File: config.mk
export PLATFORM = sky130hd
export DESIGN_NAME = operand_issuer
export DESIGN_NICKNAME = d
export VERILOG_FILES = /design/src/rtl/operand_issuer.sv
export SDC_FILE = /design/constraint.sdc
export NUM_CORES = 1
export LEC_CHECK = 0
export BUFFER_PORTS_ARGS = -buffer_cell sky130_fd_sc_hd__buf_4
export CAP_MARGIN = 20
export CORE_ASPECT_RATIO = 1.1
export CORE_UTILIZATION = 55
export DETAILED_ROUTE_END_ITERATION = 16
export HOLD_SLACK_MARGIN = 0.08
export PLACE_DENSITY = 0.76
export REMOVE_ABC_BUFFERS = 1
export SYNTH_ARGS = -nofsm -noshare
export SYNTH_HDL_FRONTEND = slang
export SYNTH_SLANG_ARGS = --single-unit
File: constraint.sdc
create_clock -name clk -period 3.29 [get_ports clk]
set_clock_uncertainty 0.15 [all_clocks]
set_input_delay 0.1645 -clock clk [delete_from_list [all_inputs] [get_ports clk]]
set_output_delay 0.1645 -clock clk [all_outputs]
set_load 0.1 [all_outputs]
File: src/rtl/operand_issuer.sv
// rtl/operand_issuer.sv - FIFO-buffered operand pair issuer with spaced start pulses
module operand_issuer #(
  parameter int W     = 12,
  parameter int DEPTH = 4,
  parameter int GAP   = 2
) (
  input  logic                       clk,
  input  logic                       rst_n,
  input  logic                       in_valid,
  output logic                       in_ready,
  input  logic [W-1:0]               in_a,
  input  logic [W-1:0]               in_b,
  output logic                       start,
  output logic [W-1:0]               a,
  output logic [W-1:0]               b,
  output logic                       busy,
  output logic [$clog2(DEPTH):0]     level,
  output logic [7:0]                 issued_cnt
);

  localparam int PW = $clog2(DEPTH);
  localparam int LW = PW + 1;
  localparam int GW = $clog2(GAP + 1);

  typedef enum logic [1:0] {ST_IDLE, ST_ISSUE, ST_WAIT} state_t;

  logic [2*W-1:0] mem_q [DEPTH];

  state_t         state_q, state_d;
  logic [PW-1:0]  wr_ptr_q, wr_ptr_d;
  logic [PW-1:0]  rd_ptr_q, rd_ptr_d;
  logic [LW-1:0]  level_q, level_d;
  logic [GW-1:0]  gap_q, gap_d;
  logic [W-1:0]   a_q, a_d;
  logic [W-1:0]   b_q, b_d;
  logic           start_q, start_d;
  logic [7:0]     cnt_q, cnt_d;
  logic           push, pop;

  // Ready is a pure decode of the occupancy so a full FIFO never accepts on a pop edge.
  assign in_ready = (level_q != LW'(DEPTH));
  assign push     = in_valid && in_ready;
  assign pop      = (state_q == ST_IDLE) && (level_q != '0);

  always_comb begin
    state_d  = state_q;
    wr_ptr_d = wr_ptr_q;
    rd_ptr_d = rd_ptr_q;
    level_d  = level_q;
    gap_d    = gap_q;
    a_d      = a_q;
    b_d      = b_q;
    start_d  = 1'b0;
    cnt_d    = cnt_q;

    if (push) wr_ptr_d = wr_ptr_q + 1'b1;
    if (pop)  rd_ptr_d = rd_ptr_q + 1'b1;

    case ({push, pop})
      2'b10:   level_d = level_q + 1'b1;
      2'b01:   level_d = level_q - 1'b1;
      default: level_d = level_q;
    endcase

    case (state_q)
      ST_IDLE: begin
        if (pop) begin
          {a_d, b_d} = mem_q[rd_ptr_q];
          cnt_d      = cnt_q + 8'd1;
          start_d    = 1'b1;
          state_d    = ST_ISSUE;
        end
      end
      ST_ISSUE: begin
        gap_d   = GW'(GAP);
        state_d = ST_WAIT;
      end
      ST_WAIT: begin
        gap_d = gap_q - 1'b1;
        if (gap_q == GW'(1)) state_d = ST_IDLE;
      end
      default: state_d = ST_IDLE;
    endcase
  end

  always_ff @(posedge clk or negedge rst_n) begin
    if (!rst_n) begin
      state_q  <= ST_IDLE;
      wr_ptr_q <= '0;
      rd_ptr_q <= '0;
      level_q  <= '0;
      gap_q    <= '0;
      a_q      <= '0;
      b_q      <= '0;
      start_q  <= 1'b0;
      cnt_q    <= '0;
    end else begin
      state_q  <= state_d;
      wr_ptr_q <= wr_ptr_d;
      rd_ptr_q <= rd_ptr_d;
      level_q  <= level_d;
      gap_q    <= gap_d;
      a_q      <= a_d;
      b_q      <= b_d;
      start_q  <= start_d;
      cnt_q    <= cnt_d;
    end
  end

  // Storage needs no reset: occupancy and pointers define which entries are live.
  always_ff @(posedge clk) begin
    if (push) mem_q[wr_ptr_q] <= {in_a, in_b};
  end

  assign start      = start_q;
  assign a          = a_q;
  assign b          = b_q;
  assign level      = level_q;
  assign issued_cnt = cnt_q;
  assign busy       = (level_q != '0) || (state_q != ST_IDLE);

endmodule

== After elaboration in Yosys (flattened, before gate mapping) ==
Memories as Yosys holds them, arrays and structs flattened. A register that Yosys moved wholly into a read port is not among the register bits.
Cells that the tools add are included.

* Flip-flop bits (word level): 20
* Memories kept: 1
* Word-level logic and storage cells: 42
* Output and inout port bits: 38
* Input bits: 27
* Bits in writable memories: 96

{| class="wikitable"
|+ Memories
! memory !! words !! width !! read ports !! clocked after memory_dff !! write ports !! RTL line !! text
|-
| mem_q || 4 || 24 || 1 || 1 || 1 || 27 || <nowiki>logic [2*W-1:0] mem_q [DEPTH];</nowiki>
|}

* Reductions and logical operators: 11
* Multiplexer cells: 9
* Equal/unequal tests: 8
* $add $sub $neg: 6

{| class="wikitable"
|+ Operator list
! cell !! number
|-
| 8-bit by 1-bit adder with 8-bit output, second input constant || 1
|-
| 2-bit by 1-bit equality test with 1-bit output, second input constant || 3
|-
| 2-bit case mux with 3 select lines || 1
|-
| 3-bit case mux with 2 select lines || 1
|-
| 2-bit nonzero test || 3
|-
| 2-bit by 1-bit adder with 2-bit output, second input constant || 2
|-
| 2-bit equality test, second input constant || 2
|-
| 1-bit two-way mux || 4
|-
| 2-bit two-way mux || 2
|-
| 2-bit inequality test, second input constant || 2
|-
| 2-bit case mux with 2 select lines || 1
|-
| 2-bit AND reduction || 2
|-
| 3-bit by 1-bit adder with 3-bit output, second input constant || 1
|-
| 3-bit inequality test, second input constant || 1
|-
| 3-bit nonzero test || 1
|-
| 3-bit by 1-bit subtractor with 3-bit output, second input constant || 1
|-
| 1-bit logical AND || 2
|-
| 2-bit zero test || 1
|-
| 2-bit by 1-bit subtractor with 2-bit output, second input constant || 1
|-
| 1-bit zero test || 1
|-
| 1-bit logical OR || 1
|}

== Depth between registers and ports, before layout ==
* Depth after elaboration: 4
* Gate-level depth with buffers: 11
* Mapped depth without buffers: 10

== Worst setup path after synthesis ==
OpenSTA, ideal clock, no wires.

* Kind: flip-flop to flip-flop
* Start point: register level_q[2], in the netlist level[2]
* End point: register level_q[2], in the netlist level[2]
* Required time: 2.974 ns
* Path slack: 0.157 ns
* Setup time: 0.166 ns
* Path buffers: 0
* Clock period less this slack: 3.133 ns
* Stages on the path, launching flop included: 10
* Arrival time: 2.818 ns
* Cell sequence: dfrtp_1 > or3b_4 > and2_4 > inv_1 > ha_1 > inv_1 > fa_1 > xor2_1 > nor2_1 > xor2_1

* Word-level cells in the longest chain between the ends: 4
* Elaborated cells on any way between the ends: 10
* Those cells by class: 2 x add/sub; 3 x eq/ne; 1 x mux; 4 x reduce/logical

{| class="wikitable"
|+ RTL lines
! what !! RTL line !! text
|-
| start: declaration || 32 || <nowiki>logic [LW-1:0] level_q, level_d;</nowiki>
|-
| start signal: assignment || 101 || <nowiki>level_q <= level_d;</nowiki>
|-
| 3-bit inequality test (*) || 41 || <nowiki>assign in_ready = (level_q != LW'(DEPTH));</nowiki>
|-
| named net in_ready || 10 || <nowiki>output logic in_ready,</nowiki>
|-
| 1-bit logical AND (*) || 42 || <nowiki>assign push = in_valid && in_ready;</nowiki>
|-
| 2-bit by 1-bit equality test with 1-bit output / 2-bit equality test (equally long branches) || 59 || <nowiki>case ({push, pop})</nowiki>
|-
| 3-bit case mux with 2 select lines / 2-bit nonzero test (equally long branches) || - ||
|}

Mark *: on every way through the listed nets, which the timed path passes. The rest lies on a longest branch.
A chain may end at the register's enable or synchronous reset.

== Worst setup path in the final report ==
* Start point: register level_q[1], in the netlist level[1]
* End point: register level_q[2], in the netlist level[2]

* Word-level cells in the longest chain between the ends: 4
* Elaborated cells on any way between the ends: 10
* Those cells by class: 2 x add/sub; 3 x eq/ne; 1 x mux; 4 x reduce/logical

{| class="wikitable"
|+ RTL lines
! what !! RTL line
|-
| 3-bit inequality test / 3-bit nonzero test (equally long branches) || 41, 43
|-
| 1-bit logical AND (on tied branches) || 42, 43
|-
| 2-bit by 1-bit equality test with 1-bit output / 2-bit equality test (equally long branches) || 59
|-
| 3-bit case mux with 2 select lines / 2-bit nonzero test (equally long branches) || -
|}

Several ways; a longest one is shown, not always the timed one.

==> summary.txt <==
Outcome
  – Status: complete, no violations

Worst setup path
  – Worst path cell trace: or3b_4, and2_4, inv_1, ha_1, inv_1, fa_1, xor2_1, nor2_1, xor2_1
  – Critical Path Fanout Max: 6
  – Worst setup EP type: flip-flop
  – Critical path data required time: ~3.6 ns
  – Startpoint types: flip-flop
  – CP max stage cell: or3b_4
  – Worst Path Arrival: 2.68 ns
  – Worst path bufs/invs: 2
  – CP delay by family, top: simple AND/OR/NAND/NOR gates
  – Critical Path Max Stage Delay: 0.46 ns
  – Setup CP Type: reg2reg

Final layout
  – Final nets: 460
  – Share of cells above drive strength 1: 0.309
  – Diode count: 0
  – Commonest cells after routing, fill and taps aside: 96 x edfxtp_1, 81 x nand2_1, 67 x buf_4, 43 x dfrtp_1, 27 x dlygate4sd3_1
  – Commonest non-fill, non-tap cell in the layout: edfxtp_1
  – Area growth, synth to finish: 27.0%
  – Final core occ: 0.725

Route
  – Via/cell ratio: 5.33
  – DRC Markers: 0
  – Final WL: ~9700 µm
  – DRT iter0 DRCs: between 100 and 150
  – DR vias: 2,939
  – Drt pass-1 iters: 4
  – ANT nets after route: 0
  – Avg WL per Cell: roughly 18 µm

STA
  – Slew headroom: 0.408
  – Setup TNS: 0 ns
  – Final-report hold violation count: 0
  – Unrepaired setup endpoints after global routing: no
  – Fin. max-slew vios: 0
  – Minimum clock period: roughly 2.4 ns
  – Fin crit share: 0.729
  – Worst-Margin Slew: 0.888 ns
  – Final setup fails: 0
  – Fmax: approximately 420 MHz

Clock tree
  – Reg clk slew, reported paths: ~0.060 ns
  – Post_cts resized: 0
  – Maximum buffer depth of the clock tree: 2
  – CTS Hold Bufs: 28
  – CTS tree: built
  – H-tree Lvls: 4
  – Clock Latency Late Sink: between 0.5 and 0.6 ns
  – Setup Buffers After CTS: 0
  – CTS Buf Count: 17
  – Clock sinks: between 100 and 150
  – CTS root buf: clkbuf_8

Worst hold path
  – HP Class: in2reg

Floorplan
  – Die height: around 110 µm
  – Standard-cell row count: 37
  – Num ports: 65
  – Core ar.: 9440 µm²
  – Full die area: slightly above 10,000 µm²
  – Die X: around 96 µm
  – Initial Util: 0.571

Logic synthesis
  – Post-synth EDFFs: 96
  – Post-Synthesis Cells: approximately 320
  – Netlist cell types: 27
  – Sequential share of the synthesized area: 0.739
  – Synth Area per Inst: about 17 µm²
  – Number of synthesized register bits: 140
  – Cell area after synthesis: 5390 µm²
  – Synth Warn #: 0
  – Main synth FF type: edfxtp_1
  – Post-synth ARST share: 0.314

Placed design
  – GPL Wtd Cong: ~0.7
  – Post-DP HPWL: roughly 5500 µm
  – Port-buffer cells: 64

GRT
  – Global route overflow: 0
  – Global-route wire length before repair: 15,700 µm
  – Vias in the first global route: 3,130
  – Tot GR Track Use: 0.218
  – Pin count of the biggest net entering global routing: between 40 and 50
  – Antenna violations before repair: 0

Run
  – Max cap viols: 0
worst reg2reg max path, stage by stage (launching register included):
cell     delay [ns]
dfrtp_1        0.45
or3b_4         0.46
and2_4         0.19
inv_1          0.05
ha_1           0.17
inv_1          0.06
fa_1           0.37
xor2_1         0.15
nor2_1         0.11
xor2_1         0.16
Yosys cell counts, types with 3 or more instances:
cell type	number	area [µm²]
edfxtp_1	96	2880
nand2_1	81	304
dfrtp_1	44	1100
mux4_2	24	541
ha_1	11	138
inv_1	11	41.3
xor2_1	7	61.3
xnor2_1	6	52.6
buf_2	5	25.0
and3_2	4	30.0
nand3_1	3	15.0
nor2_1	3	11.3
nor3_1	3	15.0
o21ai_0	3	15.0
metal layers:
layer / vias to the layer above / GRT usage / wire, µm
met5: - / 0 / 0
met2: 71 / 0.363 / 5240
met3: 4 / 0.0823 / 449
met4: 0 / 0.0546 / 46
li1: 1353 / - / -
met1: 1511 / 0.267 / 3980
through the flow:
| stage | hold slack [ns] | setup WS [ns] | cells | cell area [µm²] |
|---|---|---|---|---|
| finish | 0.235 | 0.891 | 551 | 6850 |
| global route | 0.213 | 0.806 | 551 | 6850 |
| CTS | 0.206 | 0.886 | 551 | 6850 |
| detailed placement | 0.0637 | 0.904 | 491 | 5990 |
| global placement | 0.0586 | 0.989 | 491 | 5990 |
| floorplan | -0.281 | 0.0315 | 307 | 5340 |
state kept, by name, indices dropped and copies added, names as in the netlist:
name and count:
a 12, gap_q 2, issued_cnt 8, b 12
level 3, mem_q 96, start 1, wr_ptr_q 2
state_q 2, rd_ptr_q 2
path summary, 6_finish.rpt:
kind	from	endpoint	slack (ns)	cells after the start
setup reg to reg	level[1]	level[2]	0.89	9
min in group asynchronous	rst_n	issued_cnt[0]	0.54	4
hold / removal	in_a[9]	mem_q[0][21]	0.23	2
max in group asynchronous	rst_n	rd_ptr_q[0]	2.22	4
setup / recovery	level[1]	level[2]	0.89	9
hold reg to reg	issued_cnt[7]	issued_cnt[7]	0.32	1
cells by family after synthesis:
logic type | after synthesis | synth area share
AOI/OAI and AO/OA | 5 | 0.00836
adders and majority gates | 12 | 0.0292
muxes | 28 | 0.109
DFF | 140 | 0.739
xor gates and xnor gates | 13 | 0.0211
and+or+nand+nor | 97 | 0.0745
buffers and inverters | 23 | 0.0186
cell type report:
type	instances	area (µm²)
clock buffer	19	422
clock inverter	13	143
fill	596	2600
inverter	12	45.0
multi-input combinational	155	1310
sequential	140	3990
tap	117	146
timing repair buffer	95	801
Power is left out: the tool's default activity adds up to more than one toggle a clock period on the data nets, which glitch-free logic cannot reach.
